<file path="config.mk">
export PLATFORM = sky130hd
export DESIGN_NAME = game_ctrl_flat
export DESIGN_NICKNAME = d
export VERILOG_FILES = /design/src/rtl/game_ctrl_if.sv /design/src/rtl/game_ctrl.sv /design/src/flat_wrapper.sv
export SDC_FILE = /design/constraint.sdc
export NUM_CORES = 1
export LEC_CHECK = 0
export ABC_AREA = 1
export CORE_MARGIN = 2
export CORE_UTILIZATION = 30
export DETAILED_ROUTE_END_ITERATION = 10
export GPL_TIMING_DRIVEN = 0
export SLEW_MARGIN = 15
export SYNTH_ARGS = -nofsm -noshare
export SYNTH_HDL_FRONTEND = slang
export SYNTH_SLANG_ARGS = --single-unit
</file>
<file path="constraint.sdc">
create_clock -name clk_65M -period 3.95 [get_ports clk_65M]
set_clock_uncertainty 0.1 [all_clocks]
set_input_delay 0.9875 -clock clk_65M [delete_from_list [all_inputs] [get_ports clk_65M]]
set_output_delay 0.9875 -clock clk_65M [all_outputs]
set_load 0.05 [all_outputs]
</file>
<file path="src/rtl/game_ctrl_if.sv">
// Play-state bus between the game controller and the attacker/shooter/VGA side.
// The master side drives start, frame position and hit flags; the controller answers with play controls.
interface game_ctrl_if #(
    parameter int NUM_ATK = 5,
    parameter int SCORE_W = 16
);
    logic                start_btn;
    logic [16:0]         H_count;
    logic [16:0]         V_count;
    logic [NUM_ATK-1:0]  atk_over;
    logic                game_stop;
    logic                game_on;
    logic                game_over_all;
    logic [2:0]          lives;
    logic [SCORE_W-1:0]  score;
    logic [1:0]          state;

    modport master (
        output start_btn, H_count, V_count, atk_over,
        input  game_stop, game_on, game_over_all, lives, score, state
    );

    modport slave (
        input  start_btn, H_count, V_count, atk_over,
        output game_stop, game_on, game_over_all, lives, score, state
    );
endinterface

</file>
<file path="src/rtl/game_ctrl.sv">
// Play-state controller: sequences IDLE/PLAY/HIT/OVER, counts lives and frames survived,
// and drives the shared game_stop/game_on controls back to the attackers and shooter.
module game_ctrl #(
    parameter int NUM_ATK         = 5,
    parameter int LIVES_INIT      = 3,
    parameter int HIT_HOLD_FRAMES = 60,
    parameter int SCORE_W         = 16
) (
    input  logic        clk_65M,
    input  logic        clear,
    game_ctrl_if.slave  bus
);
    typedef enum logic [1:0] {
        IDLE = 2'b00,
        PLAY = 2'b01,
        HIT  = 2'b10,
        OVER = 2'b11
    } state_e;

    localparam logic [2:0] LIVES_RST = 3'(LIVES_INIT);
    localparam logic [7:0] HOLD_LAST = 8'(HIT_HOLD_FRAMES - 1);

    state_e             state_q;
    logic               s1_q, s2_q, s3_q;
    logic [2:0]         lives_q;
    logic [SCORE_W-1:0] score_q;
    logic [7:0]         hold_q;
    logic               stop_q, on_q, over_q;

    logic frame_tick, start_edge, hit;

    assign frame_tick = (bus.V_count == 17'd0) && (bus.H_count == 17'd0);
    assign start_edge = s2_q & ~s3_q;
    // Several attackers flagging in one cycle still cost a single life.
    assign hit        = |bus.atk_over[NUM_ATK-1:0];

    always_ff @(posedge clk_65M) begin
        if (!clear) begin
            state_q <= IDLE;
            stop_q  <= 1'b1;
            on_q    <= 1'b0;
            over_q  <= 1'b0;
            lives_q <= LIVES_RST;
            score_q <= '0;
            hold_q  <= '0;
            s1_q    <= 1'b0;
            s2_q    <= 1'b0;
            s3_q    <= 1'b0;
        end else begin
            s1_q <= bus.start_btn;
            s2_q <= s1_q;
            s3_q <= s2_q;
            case (state_q)
                IDLE, OVER: begin
                    if (start_edge) begin
                        state_q <= PLAY;
                        stop_q  <= 1'b0;
                        on_q    <= 1'b1;
                        over_q  <= 1'b0;
                        lives_q <= LIVES_RST;
                        score_q <= '0;
                    end
                end
                PLAY: begin
                    if (hit) begin
                        stop_q <= 1'b1;
                        on_q   <= 1'b0;
                        if (lives_q == 3'd1) begin
                            lives_q <= 3'd0;
                            over_q  <= 1'b1;
                            state_q <= OVER;
                        end else begin
                            lives_q <= lives_q - 3'd1;
                            hold_q  <= '0;
                            state_q <= HIT;
                        end
                    end else if (frame_tick && (score_q != '1)) begin
                        score_q <= score_q + SCORE_W'(1);
                    end
                end
                HIT: begin
                    // Attackers are parked under game_stop here, so their flags are ignored.
                    if (frame_tick) begin
                        if (hold_q == HOLD_LAST) begin
                            hold_q  <= '0;
                            stop_q  <= 1'b0;
                            on_q    <= 1'b1;
                            state_q <= PLAY;
                        end else begin
                            hold_q <= hold_q + 8'd1;
                        end
                    end
                end
                default: begin
                    state_q <= IDLE;
                    stop_q  <= 1'b1;
                    on_q    <= 1'b0;
                    over_q  <= 1'b0;
                end
            endcase
        end
    end

    assign bus.state         = state_q;
    assign bus.game_stop     = stop_q;
    assign bus.game_on       = on_q;
    assign bus.game_over_all = over_q;
    assign bus.lives         = lives_q;
    assign bus.score         = score_q;
endmodule

</file>
<file path="src/flat_wrapper.sv">
// flat-port wrapper written by rule: the top's interface ports become plain ports
module game_ctrl_flat 
#(
    parameter int NUM_ATK         = 5,
    parameter int LIVES_INIT      = 3,
    parameter int HIT_HOLD_FRAMES = 60,
    parameter int SCORE_W         = 16
)
  (clk_65M, clear, bus_start_btn, bus_H_count, bus_V_count, bus_atk_over, bus_game_stop, bus_game_on, bus_game_over_all, bus_lives, bus_score, bus_state);
  game_ctrl_if #(.NUM_ATK(NUM_ATK), .SCORE_W(SCORE_W)) bus_i ();
  input  logic clk_65M;
  input  logic clear;
  input wire logic [$bits(bus_i.start_btn)-1:0] bus_start_btn;
  input wire logic [$bits(bus_i.H_count)-1:0] bus_H_count;
  input wire logic [$bits(bus_i.V_count)-1:0] bus_V_count;
  input wire logic [$bits(bus_i.atk_over)-1:0] bus_atk_over;
  output wire logic [$bits(bus_i.game_stop)-1:0] bus_game_stop;
  output wire logic [$bits(bus_i.game_on)-1:0] bus_game_on;
  output wire logic [$bits(bus_i.game_over_all)-1:0] bus_game_over_all;
  output wire logic [$bits(bus_i.lives)-1:0] bus_lives;
  output wire logic [$bits(bus_i.score)-1:0] bus_score;
  output wire logic [$bits(bus_i.state)-1:0] bus_state;
  assign bus_i.start_btn = bus_start_btn;
  assign bus_i.H_count = bus_H_count;
  assign bus_i.V_count = bus_V_count;
  assign bus_i.atk_over = bus_atk_over;
  assign bus_game_stop = bus_i.game_stop;
  assign bus_game_on = bus_i.game_on;
  assign bus_game_over_all = bus_i.game_over_all;
  assign bus_lives = bus_i.lives;
  assign bus_score = bus_i.score;
  assign bus_state = bus_i.state;
  game_ctrl #(.NUM_ATK(NUM_ATK), .LIVES_INIT(LIVES_INIT), .HIT_HOLD_FRAMES(HIT_HOLD_FRAMES), .SCORE_W(SCORE_W)) u_core (.clk_65M(clk_65M), .clear(clear), .bus(bus_i));
endmodule
</file>
==> metrics.cfg, run 1 <==
[power_and_ir_drop]
peakVddDrop_uv=341
switching_power_mw=0.631
p_per_area_nw_per_um2=471
clock_power_share_pct=22.2
p_comb_share_pct=47.2
swShare_pct=42.4
p_leak_nw=1.16
sequentialPowerShare_pct=30.6
cellInternalPower_mw=0.859

[final_layout]
fin_area_sq_um=3160
drive_above_1_share_pct=11.7
nets=457
fin_util_pct=43.4
diodes=0
area_growth_pct=39.0
layout_common_cells=71 x nand2_1, 65 x clkdlybuf4s50_1, 64 x nor2_1, 38 x nand3_1, 35 x dfxtp_1
final_common_cell=nand2_1
finalNonFillerCells=509

[critical_path]
path_class=register to output port
cp.required_ns=2.86
cp-start-kind=register
crit_path_start=u_core.bus.score[2]
cp_cell_sequence=clkdlybuf4s50_1
endpoint_kind=output port
slowest_stage=clkdlybuf4s50_1
cp_top_family=buffers and inverters
cp.arrival_ns=1.64
crit_buf_inv=1
max_stage_delay_ns=0.86
r2r_start=u_core.bus.state[1]
crit_fanout=7

[yosys]
yosysTopAreaCellShare_pct=30.8
syn_area_sq_um=2280
synth_cell_types=31
synth_seq_cells=35
avgSynthCellArea_sq_um=6.76
synth-async-reset-ratio_pct=0
synth_compound_area_share_pct=11.4
synth.area.mux_share_pct=0
synth_edf_count=0
synth_nets=385
synth_seq_area_share_pct=30.8
synth_top_family_by_area=simple AND/OR/NAND/NOR gates
synth-simple-area-share_pct=40.3
synth-adder-area-share_pct=3.30
synthXorXnorAreaFrac_pct=5.38
yosysTopAreaCell=dfxtp_1
synthesis.instances=337
synth.area.top_cells=dfxtp_1 31%, nand2_1 12%, nor2_1 11%, nand3_1 8.4%, a21oi_1 4.8%
ys_warn_count=0
postSynth.topFlopCell=dfxtp_1

[global_route]
grt_max_degree=13
grt_pass1_vias=2100
grt_pass1_wl_mm=9.96
gr-total-overflow=0
grt_usage_pct=14.6
grt_use_met2_pct=22.9
grt.met1_usage_pct=19.4
busiest_layer=met2
use_met3_pct=3.98
antenna_found_initial=0

[die]
coreArea_sq_um=7290
initial_core_util_pct=31.2
die_x_um=91.1
rows=31
die_h_um=91.1
die_area_sq_um=8300
ios=66

[placed_design]
place_inst=501
placement.io_buffers=65
place_area_sq_um=3050
post-place-ws_ns=1.14
gp_congestion=0.850
post-dp-hpwl_mm=4.50

[sta]
worst_slew_pin_slew_ns=0.526
hold_viol=0
drv_slew=0
setup_viol=0
relSlewSlack_pct=64.8
setup_ws_ns=1.23
fmax_mhz=367
setup_tns_ns=0
post-route-period-util_pct=68.9
post-route-min-period_ns=2.72
rsz0062_at_grt=no

[worst_hold_path]
worstHoldStart=u_core.s1_q
min_path_type=register to register

[flow_run]
cap_violations=0

[detailed_routing]
routedWlPerCell_um=11.7
drc=0
drt_iter0_drc=144
num_vias=2282
antenna_left=0
dr.pass1.iters=4
drt_wl_total_mm=5.94
vias_per_cell=4.48

[cts]
cts_root_buffer=clkbuf_8
cts-buffers-inserted=5
post_cts_buffers=0
hold_buffers=0
clock_latency_ns=0.29
htreeDepth=2
cts_sinks=35
max-clock-path-buffers=2
clk_pin_slew_worst_paths_ns=0.08
cts_tree=built
cts_resized=0

[run_status]
status=complete, no violations

## flip-flops by register name, summed over array words and instances (netlist names)
signal                    count
u_core.bus.game_on            1
u_core.bus.game_over_all      1
u_core.bus.game_stop          1
u_core.bus.lives              3
u_core.bus.score             16
u_core.bus.state              2
u_core.hold_q                 8
u_core.s1_q                   1
u_core.s2_q                   1
u_core.s3_q                   1
## cell usage after synthesis (2+ instances only)
| cell | n |
|---|---|
| nor2_2 | 5 |
| nand2_2 | 10 |
| nor3_1 | 4 |
| xor2_1 | 10 |
| inv_2 | 2 |
| nand3_1 | 38 |
| nand2_4 | 2 |
| dfxtp_1 | 35 |
| nand2_1 | 71 |
| nand4_1 | 5 |
| o21ai_0 | 5 |
| a21oi_2 | 9 |
| nor2_1 | 64 |
| a21oi_1 | 22 |
| xnor2_1 | 4 |
| nor2_4 | 2 |
| ha_1 | 6 |
| inv_1 | 26 |
| nor3b_1 | 2 |
| buf_4 | 2 |
| dlygate4sd1_1 | 2 |
| clkbuf_8 | 2 |
## kinds of logic after synthesis
group                    Yosys count
AND/OR/NAND/NOR                  205
AO/OA/AOI/OAI                     40
buffers and inverters             37
flip-flops                        35
XOR/XNOR                          14
adder cells (fa/ha/maj)            6
## through the flow
step / power, mW / hold slack [ns]
floorplan: 0.963 / 0.290
global placement: 1.16 / 0.298
detailed placement: 1.16 / 0.303
CTS: 1.50 / 0.323
global route: 1.59 / 0.359
finish: 1.49 / 0.321
## cell type report
type	count	area, sq um
fillers	767	4130
multi-input cells	265	1380
flip-flops and latches	35	701
repair buffers	65	651
well taps	99	124
inverters	28	105
plain buffers	9	95.1
clock buffers	5	68.8
clock inverters	3	43.8
## power by group through the flow
stage / clock network [mW] / registers [mW] / logic [mW]
after floorplan: 0 / 0.554 / 0.409
final: 0.331 / 0.455 / 0.704
after global placement: 0 / 0.461 / 0.696
after CTS: 0.339 / 0.455 / 0.708
after global routing: 0.355 / 0.463 / 0.768
after detailed placement: 0 / 0.461 / 0.702
## path summary, 6_finish.rpt
| check | endpoint | slack [ns] | depth (start not counted) |
|---|---|---|---|
| worst max-delay path | bus_score[2] | 1.23 | 1 |
| worst min-delay path | u_core.s2_q | 0.32 | 2 |
| worst max register to register | u_core.bus.lives[0] | 1.94 | 10 |
| worst min register to register | u_core.s2_q | 0.32 | 2 |
## layer usage
| metal | wire (um) | up-vias | part of all wire [%] |
|---|---|---|---|
| met5 | 0 | - | 0 |
| met4 | 82 | 0 | 1.4 |
| met3 | 444 | 6 | 7.5 |
| met2 | 2480 | 65 | 42 |
| met1 | 2930 | 984 | 49 |
| li1 | - | 1227 | - |
No activity file was read; power rests on OpenSTA's default activity.
==> run 2: changes to the inputs <==
- clock period: 3.95 -> 2.25 ns (I/O delays scaled with it)
==> run 2 against run 1 <==
Net effect: sequential power grew 76%; utilization grew 0.24 points; flip-flop and latch count is the same; largest cell class unchanged; first-iteration DRC count grew 2.1%; register-to-register slack lost 1.7 ns; final cell count is the same; clock-buffer cell count is the same.
==> metrics.cfg, run 2 (synthesis results as in run 1) <==
[power_and_ir_drop]
peakVddDrop_uv=600
switching_power_mw=1.11
p_leak_nw=1.33
p_comb_share_pct=47.3
sequentialPowerShare_pct=30.5
swShare_pct=42.5
clock_power_share_pct=22.2
p_per_area_nw_per_um2=823
cellInternalPower_mw=1.51
total_power_mw=2.62

[final_layout]
nets=457
largest_reg_flops=16
fillCellCount=768
fin_area_sq_um=3180
final_common_cell=nand2_1
multiInputGateArea_sq_um=1380
seq_area_sq_um=701
diodes=0
drive_above_1_share_pct=12.0
area_growth_pct=39.7
layout_common_cells=71 x nand2_1, 63 x nor2_1, 53 x clkdlybuf4s50_1, 38 x nand3_1, 35 x dfxtp_1

[global_route]
grt_usage_pct=14.6
grt_max_degree=13
gr-total-overflow=0
antenna_found_initial=0
grt_pass1_wl_mm=9.96
grt_pass1_vias=2100

[detailed_routing]
num_vias=2299
antenna_left=0
dr.pass1.iters=4
drt_wl_total_mm=5.99
drt_iter0_drc=147
routedWlPerCell_um=11.8
drc=0
vias_per_cell=4.52

[flow_run]
cap_violations=0

[sta]
drv_slew=0
setup_tns_ns=0
post-route-min-period_ns=2.22
relSlewSlack_pct=64.8
hold_ws_ns=0.320
setup_viol=0
post-route-period-util_pct=98.5
worst_slew_pin_slew_ns=0.526
setup_ws_ns=0.0346
rsz0062_at_grt=no
fmax_mhz=451
hold_viol=0

[cts]
max-clock-path-buffers=2
hold_buffers=0
cts_resized=4
clock_latency_ns=0.29
clk_pin_slew_worst_paths_ns=0.08
post_cts_buffers=0
cts_root_buffer=clkbuf_8
htreeDepth=2
cts-buffers-inserted=5
cts_sinks=35
cts_tree=built

[placed_design]
place_area_sq_um=3050
post-dp-hpwl_mm=4.50
placement.io_buffers=65
post-place-ws_ns=-0.132
gp_congestion=0.850

[critical_path]
cp_top_family=buffers and inverters
slowest_stage=clkdlybuf4s50_1
cp-start-kind=register
cp_cell_sequence=clkdlybuf4s50_1
endpoint_kind=output port
cp.arrival_ns=1.55
crit_fanout=5
cp.required_ns=1.59
rr_worst_depth=11
crit_buf_inv=1
worst-path-stages=1
path_class=register to output port
max_stage_delay_ns=0.84

[die]
ios=66
coreArea_sq_um=7290
die_x_um=91.1
initial_core_util_pct=31.2
die_h_um=91.1
rows=31
die_area_sq_um=8300

[run_status]
status=complete, no violations

[worst_hold_path]
holdPathStages=2
min_path_type=register to register

[run 2: cell count changes in the layout (fill, tap and decap cells not counted)]
cell	previous run	this run
clkdlybuf4s50_1	65	53
nor2_1	64	63
nor2_2	5	6
dlygate4sd2_1	0	4
dlymetal6s2s_1	0	8
[run 2: layer usage]
layer,vias up,part of all wire (%),track usage (%)
li1,1225,-,-
met1,1002,49,19.4
met2,70,43,22.9
met3,2,7.0,3.98
met4,0,0.94,4.80
met5,-,0,0
[run 2: path summary, 6_finish.rpt]
kind | start | slack [ns] | to
max | u_core.bus.score[6] | 0.03 | bus_score[6]
min | u_core.s1_q | 0.32 | u_core.s2_q
min reg2reg | u_core.s1_q | 0.32 | u_core.s2_q
max reg2reg | u_core.bus.state[0] | 0.25 | u_core.bus.score[14]
[run 2: cell type report]
| class | instances | share of cell area [%] |
|---|---|---|
| Buffer | 9 | 2.99 |
| Sequential cell | 35 | 22.0 |
| Clock buffer | 5 | 2.16 |
| Clock inverter | 3 | 1.38 |
| Timing Repair Buffer | 65 | 20.9 |
| Multi-Input combinational cell | 265 | 43.3 |
| Inverter | 28 | 3.30 |
| Tap cell | 99 | 3.89 |
[run 2: power by group through the flow]
| stage | Combinational [mW] | Sequential, mW | Clock (mW) |
|---|---|---|---|
| floorplan | 0.718 | 0.972 | 0 |
| global placement | 1.22 | 0.810 | 0 |
| detailed placement | 1.23 | 0.810 | 0 |
| CTS | 1.24 | 0.799 | 0.596 |
| global route | 1.35 | 0.812 | 0.622 |
| finish | 1.24 | 0.799 | 0.581 |
[run 2: stage by stage]
step	utilization (%)	instances
after global routing	43.6	509
final	43.6	509
after global placement	41.8	501
after CTS	43.3	509
after detailed placement	41.8	501
after floorplan	-	337
